==> config.mk <==
export PLATFORM = sky130hd
export DESIGN_NAME = speed_to_bin
export DESIGN_NICKNAME = d
export VERILOG_FILES = /design/src/rtl/speed_to_bin.sv
export SDC_FILE = /design/constraint.sdc
export NUM_CORES = 1
export LEC_CHECK = 0
export ABC_AREA = 1
export CORE_AREA = 2 2 101 103
export CTS_CLUSTER_DIAMETER = 50
export DETAILED_ROUTE_END_ITERATION = 16
export DIE_AREA = 0 0 103 105
export PLACE_DENSITY = 0.7
export SYNTH_ARGS = -nofsm -noshare
export SYNTH_HDL_FRONTEND = slang
export SYNTH_SLANG_ARGS = --single-unit
==> constraint.sdc <==
create_clock -name clk -period 3.4 [get_ports clk]
set_input_delay 0.68 -clock clk [delete_from_list [all_inputs] [get_ports clk]]
set_output_delay 0.68 -clock clk [all_outputs]
set_load 0.05 [all_outputs]
==> src/rtl/speed_to_bin.sv <==
// speed_to_bin: counts encoder edges over a fixed window, quantises to {dir, code}.
// Ports: clk, reset (sync high), en, tick, dir -> bin_speed, real_speed, valid.
module speed_to_bin #(
  parameter int width       = 32,
  parameter int MAX_SPEED   = 1000,
  parameter int SPEED_ONE   = MAX_SPEED / 3,
  parameter int SPEED_TWO   = MAX_SPEED / 2,
  parameter int SPEED_THREE = MAX_SPEED,
  parameter int WINDOW      = 4000
) (
  input  logic             clk,
  input  logic             reset,
  input  logic             en,
  input  logic             tick,
  input  logic             dir,
  output logic [2:0]       bin_speed,
  output logic [width-1:0] real_speed,
  output logic             valid
);

  localparam int WW = (WINDOW > 2) ? $clog2(WINDOW) : 1;

  localparam logic [WW-1:0] W_LAST = WW'(WINDOW - 1);

  // Midpoints between nominal speeds; a count on a midpoint rounds up.
  localparam logic [width-1:0] T1 = width'(SPEED_ONE / 2);
  localparam logic [width-1:0] T2 = width'((SPEED_ONE + SPEED_TWO) / 2);
  localparam logic [width-1:0] T3 = width'((SPEED_TWO + SPEED_THREE) / 2);

  typedef enum logic [1:0] {
    IDLE,
    MEASURE,
    REPORT
  } state_t;

  state_t           state;
  logic [WW-1:0]    wcnt;
  logic [width-1:0] cnt;
  logic [width-1:0] cnt_inc;
  logic             tick_q;
  logic             dir_q;
  logic             edge_hit;
  logic [1:0]       code;

  always_comb begin
    edge_hit = tick & ~tick_q;
    cnt_inc  = cnt;
    // Saturate rather than wrap so a runaway encoder reads as full scale.
    if (edge_hit && (cnt != '1)) begin
      cnt_inc = cnt + width'(1);
    end
    code = 2'd0;
    if (cnt_inc >= T3) begin
      code = 2'd3;
    end else if (cnt_inc >= T2) begin
      code = 2'd2;
    end else if (cnt_inc >= T1) begin
      code = 2'd1;
    end
  end

  always_ff @(posedge clk) begin
    if (reset) begin
      state      <= IDLE;
      wcnt       <= '0;
      cnt        <= '0;
      tick_q     <= 1'b0;
      dir_q      <= 1'b0;
      bin_speed  <= 3'b000;
      real_speed <= '0;
      valid      <= 1'b0;
    end else begin
      tick_q <= tick;
      valid  <= 1'b0;
      unique case (state)
        IDLE: begin
          wcnt <= '0;
          cnt  <= '0;
          if (en) begin
            state <= MEASURE;
            dir_q <= dir;
          end
        end
        MEASURE: begin
          if (!en) begin
            state <= IDLE;
            wcnt  <= '0;
            cnt   <= '0;
          end else if (dir != dir_q) begin
            // Direction reversal: the partial window is meaningless.
            wcnt  <= '0;
            cnt   <= '0;
            dir_q <= dir;
          end else if (wcnt == W_LAST) begin
            state      <= REPORT;
            real_speed <= cnt_inc;
            bin_speed  <= {dir_q, code};
            valid      <= 1'b1;
          end else begin
            wcnt <= wcnt + WW'(1);
            cnt  <= cnt_inc;
          end
        end
        REPORT: begin
          // This cycle is cycle 0 of the next window.
          dir_q <= dir;
          if (en) begin
            state <= MEASURE;
            wcnt  <= WW'(1);
            cnt   <= edge_hit ? width'(1) : '0;
          end else begin
            state <= IDLE;
            wcnt  <= '0;
            cnt   <= '0;
          end
        end
        default: begin
          state <= IDLE;
        end
      endcase
    end
  end

endmodule

======== Word level (Yosys, flattened, before mapping) ========
Cells that the tools add are included.
storage, ports and cells
  flip-flop bits (word level) ............. 84
  output and inout bits ................... 36
  input bits .............................. 5
cells by class
  bitwise gates (word level) .............. 5
  reduce and logical (&&, ||, !) cells .... 8
  $add $sub $neg .......................... 2
  equality and inequality tests ........... 11
  magnitude comparators ................... 3
  muxes and demuxes ....................... 26
operators by type and width
  kind                     number
  $mux W32                 4
  $pmux W32 S3             1
  $mux W12                 3
  $pmux W12 S3             1
  $add A32 B1 Y32 const B  1
  $ge A32 B10 Y1 const B   1
  $ge A32 B8 Y1 const B    1
  $ge A32 B9 Y1 const B    1
  $ne A32 B32 Y1 const B   1
  $add A12 B1 Y12 const B  1
  $eq A12 B12 Y1 const B   1
  $mux W2                  6
  $mux W1                  9
  $reduce_and A4 Y1        2
  $ne A2 B2 Y1 const B     3
  $ne A3 B3 Y1 const B     2
  $pmux W2 S3              1
  $ne A4 B4 Y1 const B     1
  $not A1 Y1               4
  $reduce_or A4 Y1         1
  $pmux W1 S3              1
  $reduce_and A3 Y1        1
  $reduce_bool A3 Y1       1
  $eq A2 B1 Y1 const B     1
  other kinds (6)          6

======== Depth between registers and ports, before layout ========
Gate-level depths: netlist (run 1).
  word-level depth ........................ 8
  depth in mapped cells ................... 18
  depth with buffers taken out ............ 18

======== Worst setup path after synthesis (run 1) ========
Ideal clock, no wire load.
  path type ............................... input to register
  from .................................... input tick
  to ...................................... register bin_speed[0]
  library setup time ...................... 120 ps
  setup slack ............................. 1204 ps
  data arrival time ....................... 2076 ps
  stages on the path ...................... 13
  buffers on the path ..................... 2
  cell sequence ........................... inv_1 > nor2_2 > nand2_4 > buf_6 > buf_6 > o21ai_0 > nand2_1 > nor2_1 > nand2_1 > nor2_1 > nand2_1 > nor2_2 > a21oi_1
between the ends
  word-level cells in the longest chain between the ends .. 7
  elaborated cells between the ends (all ways) .. 9
  classes of those cells .................. 3 x order compare; 4 x mux; 1 x bitwise; 1 x reduce/logical
RTL lines
  what                     RTL line  RTL
  start, declared          14        input logic tick,
  $and A1 B1 Y1 (*)        46        edge_hit = tick & ~tick_q;
  $logic_and A1 B1 Y1 (*)  49        if (edge_hit && (cnt != '1)) begin
  $mux W32 (*)             49
  $ge A32 B8 Y1            57        end else if (cnt_inc >= T1) begin
  $mux W1                  57
  $mux W2                  55        end else if (cnt_inc >= T2) begin
  $mux W2 (*)              53        if (cnt_inc >= T3) begin
  end signal, assigned     97        bin_speed <= {dir_q, code};
  end, declared            16        output logic [2:0] bin_speed,
Mark *: on every way between the ends. The rest lies on a longest branch, timed or not.
A chain may end at the register's enable or synchronous reset.

======== Worst setup path in the final report (run 1) ========
  from .................................... input dir
  to ...................................... register wcnt[9]
between the ends
  word-level cells in the longest chain between the ends .. 4
  elaborated cells between the ends (all ways) .. 6
  classes of those cells .................. 2 x eq/ne; 3 x mux; 1 x reduce/logical
RTL lines
  what                  RTL line  RTL
  start, declared       15        input logic dir,
  $ne A1 B1 Y1 (*)      89        end else if (dir != dir_q) begin
  $mux W12              89
  $mux W12              85        if (!en) begin
  $pmux W12 S3          75        unique case (state)
  end signal, assigned  100       wcnt <= wcnt + WW'(1);
  end, declared         37        logic [WW-1:0] wcnt;
Marked as above.

==> impl_metrics.env, run 1 <==
export IMPL_clock_sinks=84
export IMPL_fmax_mhz=357
export IMPL_ff2ff_setup_slack_ns=0.61
export IMPL_cts_root_buf="clkbuf_8"
export IMPL_postRouteAntennaNets=0
export IMPL_antenna_cells=0
export IMPL_drc_errors=0
export IMPL_worst_r2r_cell_count=17
export IMPL_synth_edf_count=0
export IMPL_cap_violations=0
export IMPL_status="complete, no violations"
export IMPL_antenna_found_initial=0
export IMPL_die_x_um=103
export IMPL_grt_max_degree=38
export IMPL_start_util=0.497
export IMPL_io_pin_count=41
export IMPL_area_growth_pct=14.8
export IMPL_synth_area_top_cells="dfxtp_1 (35%), nand2_1 (19%), a21oi_1 (6.2%)"
export IMPL_hold_violations=0
export IMPL_h_tree_depth=3
export IMPL_critPathKind="in -> reg"
export IMPL_r2r_start="cnt[0]"
export IMPL_crit_required_ns=3.66
export IMPL_skew_ns=0.0126
export IMPL_core_area_um2=9640
export IMPL_cts_hold_buffers=0
export IMPL_netlist_cell_type_count=38
export IMPL_overflow=0
export IMPL_dr_pass1_iters=5
export IMPL_cts_buffers=9
export IMPL_drv_slew=0
export IMPL_yosys_area_top_type="dfxtp_1"
export IMPL_fillers=1006
export IMPL_avgSynthCellArea_um2=6.35
export IMPL_synth_ff_type="dfxtp_1"
export IMPL_cellLeakagePower_nw=2.14
export IMPL_drt_iter0_markers=323
export IMPL_hold_depth=2
export IMPL_yosysSeqAreaShare=0.351
export IMPL_grt_pass1_wl_um=21300
export IMPL_num_vias=4869
export IMPL_drt_vias_per_instance=5.26
export IMPL_finalSetupTns_ns=0
export IMPL_rr_endpoint="bin_speed[1]"
export IMPL_routed_wl_um=12900
export IMPL_synth_seq_cells=84
export IMPL_cp_arrival_ns=3.06
export IMPL_cp_start_kind="input pin"
export IMPL_fp_dieArea_um2=10800
export IMPL_gp_congestion=0.955
export IMPL_ys_async_sr_fraction=0
export IMPL_dp_final_hpwl_um=9250
export IMPL_rsz0062_at_grt="false"
export IMPL_grt_pass1_vias=4509
export IMPL_worstHoldEndpoint="wcnt[2]"
export IMPL_tightestPinTransition_ns=0.498
export IMPL_final_nets=798
export IMPL_cp_max_fo=10
export IMPL_synth_top_area_frac=0.351
export IMPL_whs_ns=0.474
export IMPL_period_share=0.823
export IMPL_die_h_um=105
export IMPL_min_delay_start="wcnt[2]"
export IMPL_syn_inst=755
export IMPL_num_rows=36
export IMPL_cp_end_kind="register"
export IMPL_min_period_ns=2.80
export IMPL_maxSlewHeadroom=0.665
export IMPL_cts_tree="done"
export IMPL_io_buffers=40
export IMPL_drive_gt1_frac=0.0758
export IMPL_clk_path_buf_depth=2
export IMPL_power_density_nw_per_um2=336
export IMPL_cts_clk_slew_worst_paths_ns=0.09
export IMPL_netlist_area_um2=4790
export IMPL_yosysWarnings=0
export IMPL_routedWlPerCell_um=13.9
export IMPL_grtUsageTotal=0.245
export IMPL_post_cts_resized=0
export IMPL_cts_setup_buffers=0
export IMPL_ir_drop_v=0.000205
export IMPL_final_setup_viol_count=0
export IMPL_clock_latency_ns=0.37
export IMPL_hp_class="reg -> reg"
export IMPL_synth_nets=766
[registers in the layout, indices dropped and copies added (netlist names)]
| register | flops |
|---|---|
| valid | 1 |
| dir_q | 1 |
| cnt | 32 |
| tick_q | 1 |
| bin_speed | 3 |
| real_speed | 32 |
| wcnt | 12 |
| state | 2 |
[Yosys cell counts (all sizes together), types with 4 or more instances]
| cell | number |
|---|---|
| xor2 | 7 |
| nor3 | 4 |
| o211ai | 15 |
| a21oi | 59 |
| inv | 79 |
| dfxtp | 84 |
| o21ai | 44 |
| buf | 15 |
| nand3 | 43 |
| nand3b | 7 |
| nor2 | 90 |
| clkbuf | 15 |
| nand4 | 5 |
| ha | 6 |
| xnor2 | 4 |
| nand2 | 256 |
| a31oi | 5 |
[layout by cell type, fill, tap and decap left out, types with 5 or more instances in the layout]
master           instances
nand2_1                244
dfxtp_1                 84
nor2_1                  77
inv_1                   75
a21oi_1                 59
nand3_1                 43
o21ai_0                 40
clkdlybuf4s50_1         40
o211ai_1                15
nor2_2                  12
nand2_2                 10
buf_4                   10
clkbuf_8                 9
xor2_1                   7
nand3b_1                 7
ha_1                     6
nand4_1                  5
a31oi_1                  5
[worst max path at each step]
stage / start / end / cells after the start
detailed placement: dir / wcnt[9] / 12
floorplan: tick / bin_speed[0] / 13
finish: dir / wcnt[9] / 12
global placement: dir / wcnt[9] / 12
CTS: cnt[0] / bin_speed[1] / 17
global route: cnt[0] / bin_speed[1] / 17
[area by class of cell]
| class | count | area, um2 | area share |
|---|---|---|---|
| Inverter | 79 | 297 | 0.0539 |
| Tap cell | 133 | 166 | 0.0302 |
| Clock inverter | 6 | 72.6 | 0.0132 |
| Clock buffer | 10 | 128 | 0.0232 |
| Timing Repair Buffer | 51 | 495 | 0.0900 |
| Sequential cell | 84 | 1680 | 0.305 |
| Multi-Input combinational cell | 562 | 2670 | 0.484 |
[per-stage QoR]
step	worst slack, ns	instance area (um2)	power (mW)	std cells	utilization
after floorplan	1.20	4790	1.10	755	-
after CTS	0.676	5510	1.86	925	0.571
final	0.603	5510	1.85	925	0.571
after detailed placement	0.310	5310	1.13	909	0.550
after global placement	0.461	5310	1.13	909	0.550
after global routing	0.330	5510	1.91	925	0.571
[cells by family after synthesis]
logic type | Yosys count | share of synthesized area
flops | 84 | 0.351
fa+ha+maj | 6 | 0.0157
compound gates | 132 | 0.153
xor+xnor | 11 | 0.0201
simple gates | 413 | 0.365
buf+inv | 109 | 0.0950
[layer usage]
layer,vias to the layer above,part of all wire,GRT usage
li1,2480,-,-
met3,25,0.044,0.0401
met5,-,0,0
met2,128,0.46,0.389
met4,0,0.020,0.0836
met1,2236,0.47,0.334
[report_power, final]
part	switching, mW	internal, mW
logic	0.0840	0.0333
registers	0.00428	0.988
clock network	0.393	0.346
[worst max-delay path, stage by stage]
cell	delay (ns)
clkdlybuf4s50_1	0.50
xor2_1	0.34
inv_1	0.08
nand4_1	0.10
or2_1	0.28
nand2_1	0.27
inv_1	0.28
nand3_1	0.17
nor2_1	0.17
nand3_1	0.09
nand2_1	0.06
nor2_1	0.04
Note: power is estimated with default switching activity, not from simulation.
==> run 2: changes to the inputs <==
Clock period 3.4 ns to 2.7 ns, I/O delays scaled along.
==> run 2 against run 1 <==
Against the previous run: sequential cell count stayed put; combinational power grew 43%; clock-buffer cell count grew 1; worst setup slack lost 0.37 ns; via count up 3.3%; die area unchanged; power rose by 25%; cell count rose by 3.6%; clock power increased by 22%; core utilization is 3.1 points higher; first-iteration DRC count is 16% lower; critical path type is now reg -> reg; critical endpoint is now bin_speed[0]; largest power group unchanged.
==> impl_metrics.env, run 2 (synthesis gave the netlist of run 1 again) <==
export IMPL_status="complete, no violations"
export IMPL_cp_start_kind="register"
export IMPL_skew_ns=0.0102
export IMPL_dp_final_hpwl_um=10100
export IMPL_routedWlPerCell_um=14.4
export IMPL_clock_sinks=84
export IMPL_layout_commonest_cell="nand2_1"
export IMPL_start_util=0.497
export IMPL_fp_dieArea_um2=10800
export IMPL_num_vias=5031
export IMPL_dp_cells=940
export IMPL_tightestPinTransition_ns=0.507
export IMPL_cts_root_buf="clkbuf_8"
export IMPL_rsz0062_at_grt="false"
export IMPL_min_period_ns=2.47
export IMPL_power_mw=2.32
export IMPL_io_buffers=40
export IMPL_drt_vias_per_instance=5.25
export IMPL_drive_gt1_frac=0.120
export IMPL_io_pin_count=41
export IMPL_grt_pass1_vias=4608
export IMPL_cts_buffers=9
export IMPL_final_seq_area_um2=1690
export IMPL_cap_violations=0
export IMPL_fillers=946
export IMPL_drv_slew=0
export IMPL_fmax_mhz=405
export IMPL_cp_end_kind="register"
export IMPL_hold_violations=0
export IMPL_whs_ns=0.475
export IMPL_ir_drop_v=0.000201
export IMPL_num_rows=36
export IMPL_period_share=0.915
export IMPL_cp_arrival_ns=2.77
export IMPL_min_delay_start="wcnt[2]"
export IMPL_die_h_um=105
export IMPL_clock_latency_ns=0.36
export IMPL_final_cell_mix="nand2_1 (242), dfxtp_1 (82), nor2_1 (76), inv_1 (75), a21oi_1 (59)"
export IMPL_hp_class="reg -> reg"
export IMPL_routed_top_layer="met4"
export IMPL_dr_pass1_iters=5
export IMPL_maxSlewHeadroom=0.661
export IMPL_die_x_um=103
export IMPL_wl_met2_um=6140
export IMPL_cellLeakagePower_nw=2.31
export IMPL_grt_pass1_wl_um=22400
export IMPL_r2r_start="cnt[0]"
export IMPL_h_tree_depth=3
export IMPL_overflow=0
export IMPL_wl_met1_um=6400
export IMPL_dr_wl_met3_um=932
export IMPL_cts_clk_slew_worst_paths_ns=0.09
export IMPL_final_setup_viol_count=0
export IMPL_grt_max_degree=40
export IMPL_antenna_found_initial=0
export IMPL_grtUsageTotal=0.263
export IMPL_critPathKind="reg -> reg"
export IMPL_drt_iter0_markers=272
export IMPL_postRouteAntennaNets=0
export IMPL_layout_cells_non_filler=958
export IMPL_final_util=0.602
export IMPL_reg_top3="cnt x32, real_speed x32, wcnt x12"
export IMPL_area_growth_pct=21.1
export IMPL_cp_max_fo=15
export IMPL_crit_required_ns=3.00
export IMPL_power_density_nw_per_um2=399
export IMPL_multi_input_area_um2=2700
export IMPL_cts_tree="done"
export IMPL_core_area_um2=9640
export IMPL_routed_wl_um=13800
export IMPL_antenna_cells=0
export IMPL_critical_path_startpoint="cnt[0]"
export IMPL_final_nets=832
export IMPL_gp_congestion=0.981
export IMPL_clk_path_buf_depth=2
export IMPL_finalSetupTns_ns=0
export IMPL_drc_errors=0
-- run 2: worst max-delay path, stage by stage (launching register included) --
cell     delay, ns
dfxtp_4       0.38
ha_4          0.15
nand2_1       0.07
nor2_2        0.18
nand2_2       0.12
nor2_4        0.17
nand2_4       0.10
nand2_8       0.11
inv_4         0.09
buf_4         0.16
nand2_1       0.11
nand2_2       0.08
nor2_4        0.15
nand2_1       0.08
nor2_2        0.10
inv_1         0.06
nor2_2        0.12
nand2_1       0.06
a21oi_1       0.13
-- run 2: repair_timing --
item,CTS,global route
hold buffers,0,0
buffers inserted,0,3
pin swaps,0,3
setup endpoints to repair,2,2
gates cloned,0,0
resized for setup,2,10
-- run 2: report_power, final --
group	internal [mW]	leakage [nW]	total [mW]	switching, mW
Clock	0.447	0.0914	0.905	0.458
Sequential	1.24	0.678	1.25	0.00554
Combinational	0.0583	1.54	0.167	0.108
Total	1.75	2.31	2.32	0.572
-- run 2: per-stage QoR --
stage | worst slack (ns) | cell area [um2]
global placement | 0.0153 | 5550
global route | 0.0240 | 5810
floorplan | 0.580 | 4790
CTS | 0.00876 | 5750
finish | 0.229 | 5810
detailed placement | -0.0203 | 5550
-- run 2: cell type report --
| class | count | share of cell area |
|---|---|---|
| tap | 133 | 0.0287 |
| multi-input combinational | 562 | 0.465 |
| inverter | 79 | 0.0515 |
| clock inverter | 4 | 0.00862 |
| timing repair buffer | 85 | 0.131 |
| sequential | 84 | 0.290 |
| clock buffer | 11 | 0.0243 |
-- run 2: final timing paths --
check / end / depth (start not counted) / slack (ns)
worst max register to register: bin_speed[0] / 18 / 0.23
worst min register to register: wcnt[2] / 2 / 0.47
worst min-delay path: wcnt[2] / 2 / 0.47
worst max-delay path: bin_speed[0] / 18 / 0.23
-- run 2: layer usage --
| metal | global-route usage | vias to the layer above |
|---|---|---|
| li1 | - | 2546 |
| met1 | 0.364 | 2289 |
| met2 | 0.404 | 170 |
| met3 | 0.0435 | 26 |
| met4 | 0.102 | 0 |
| met5 | 0 | - |
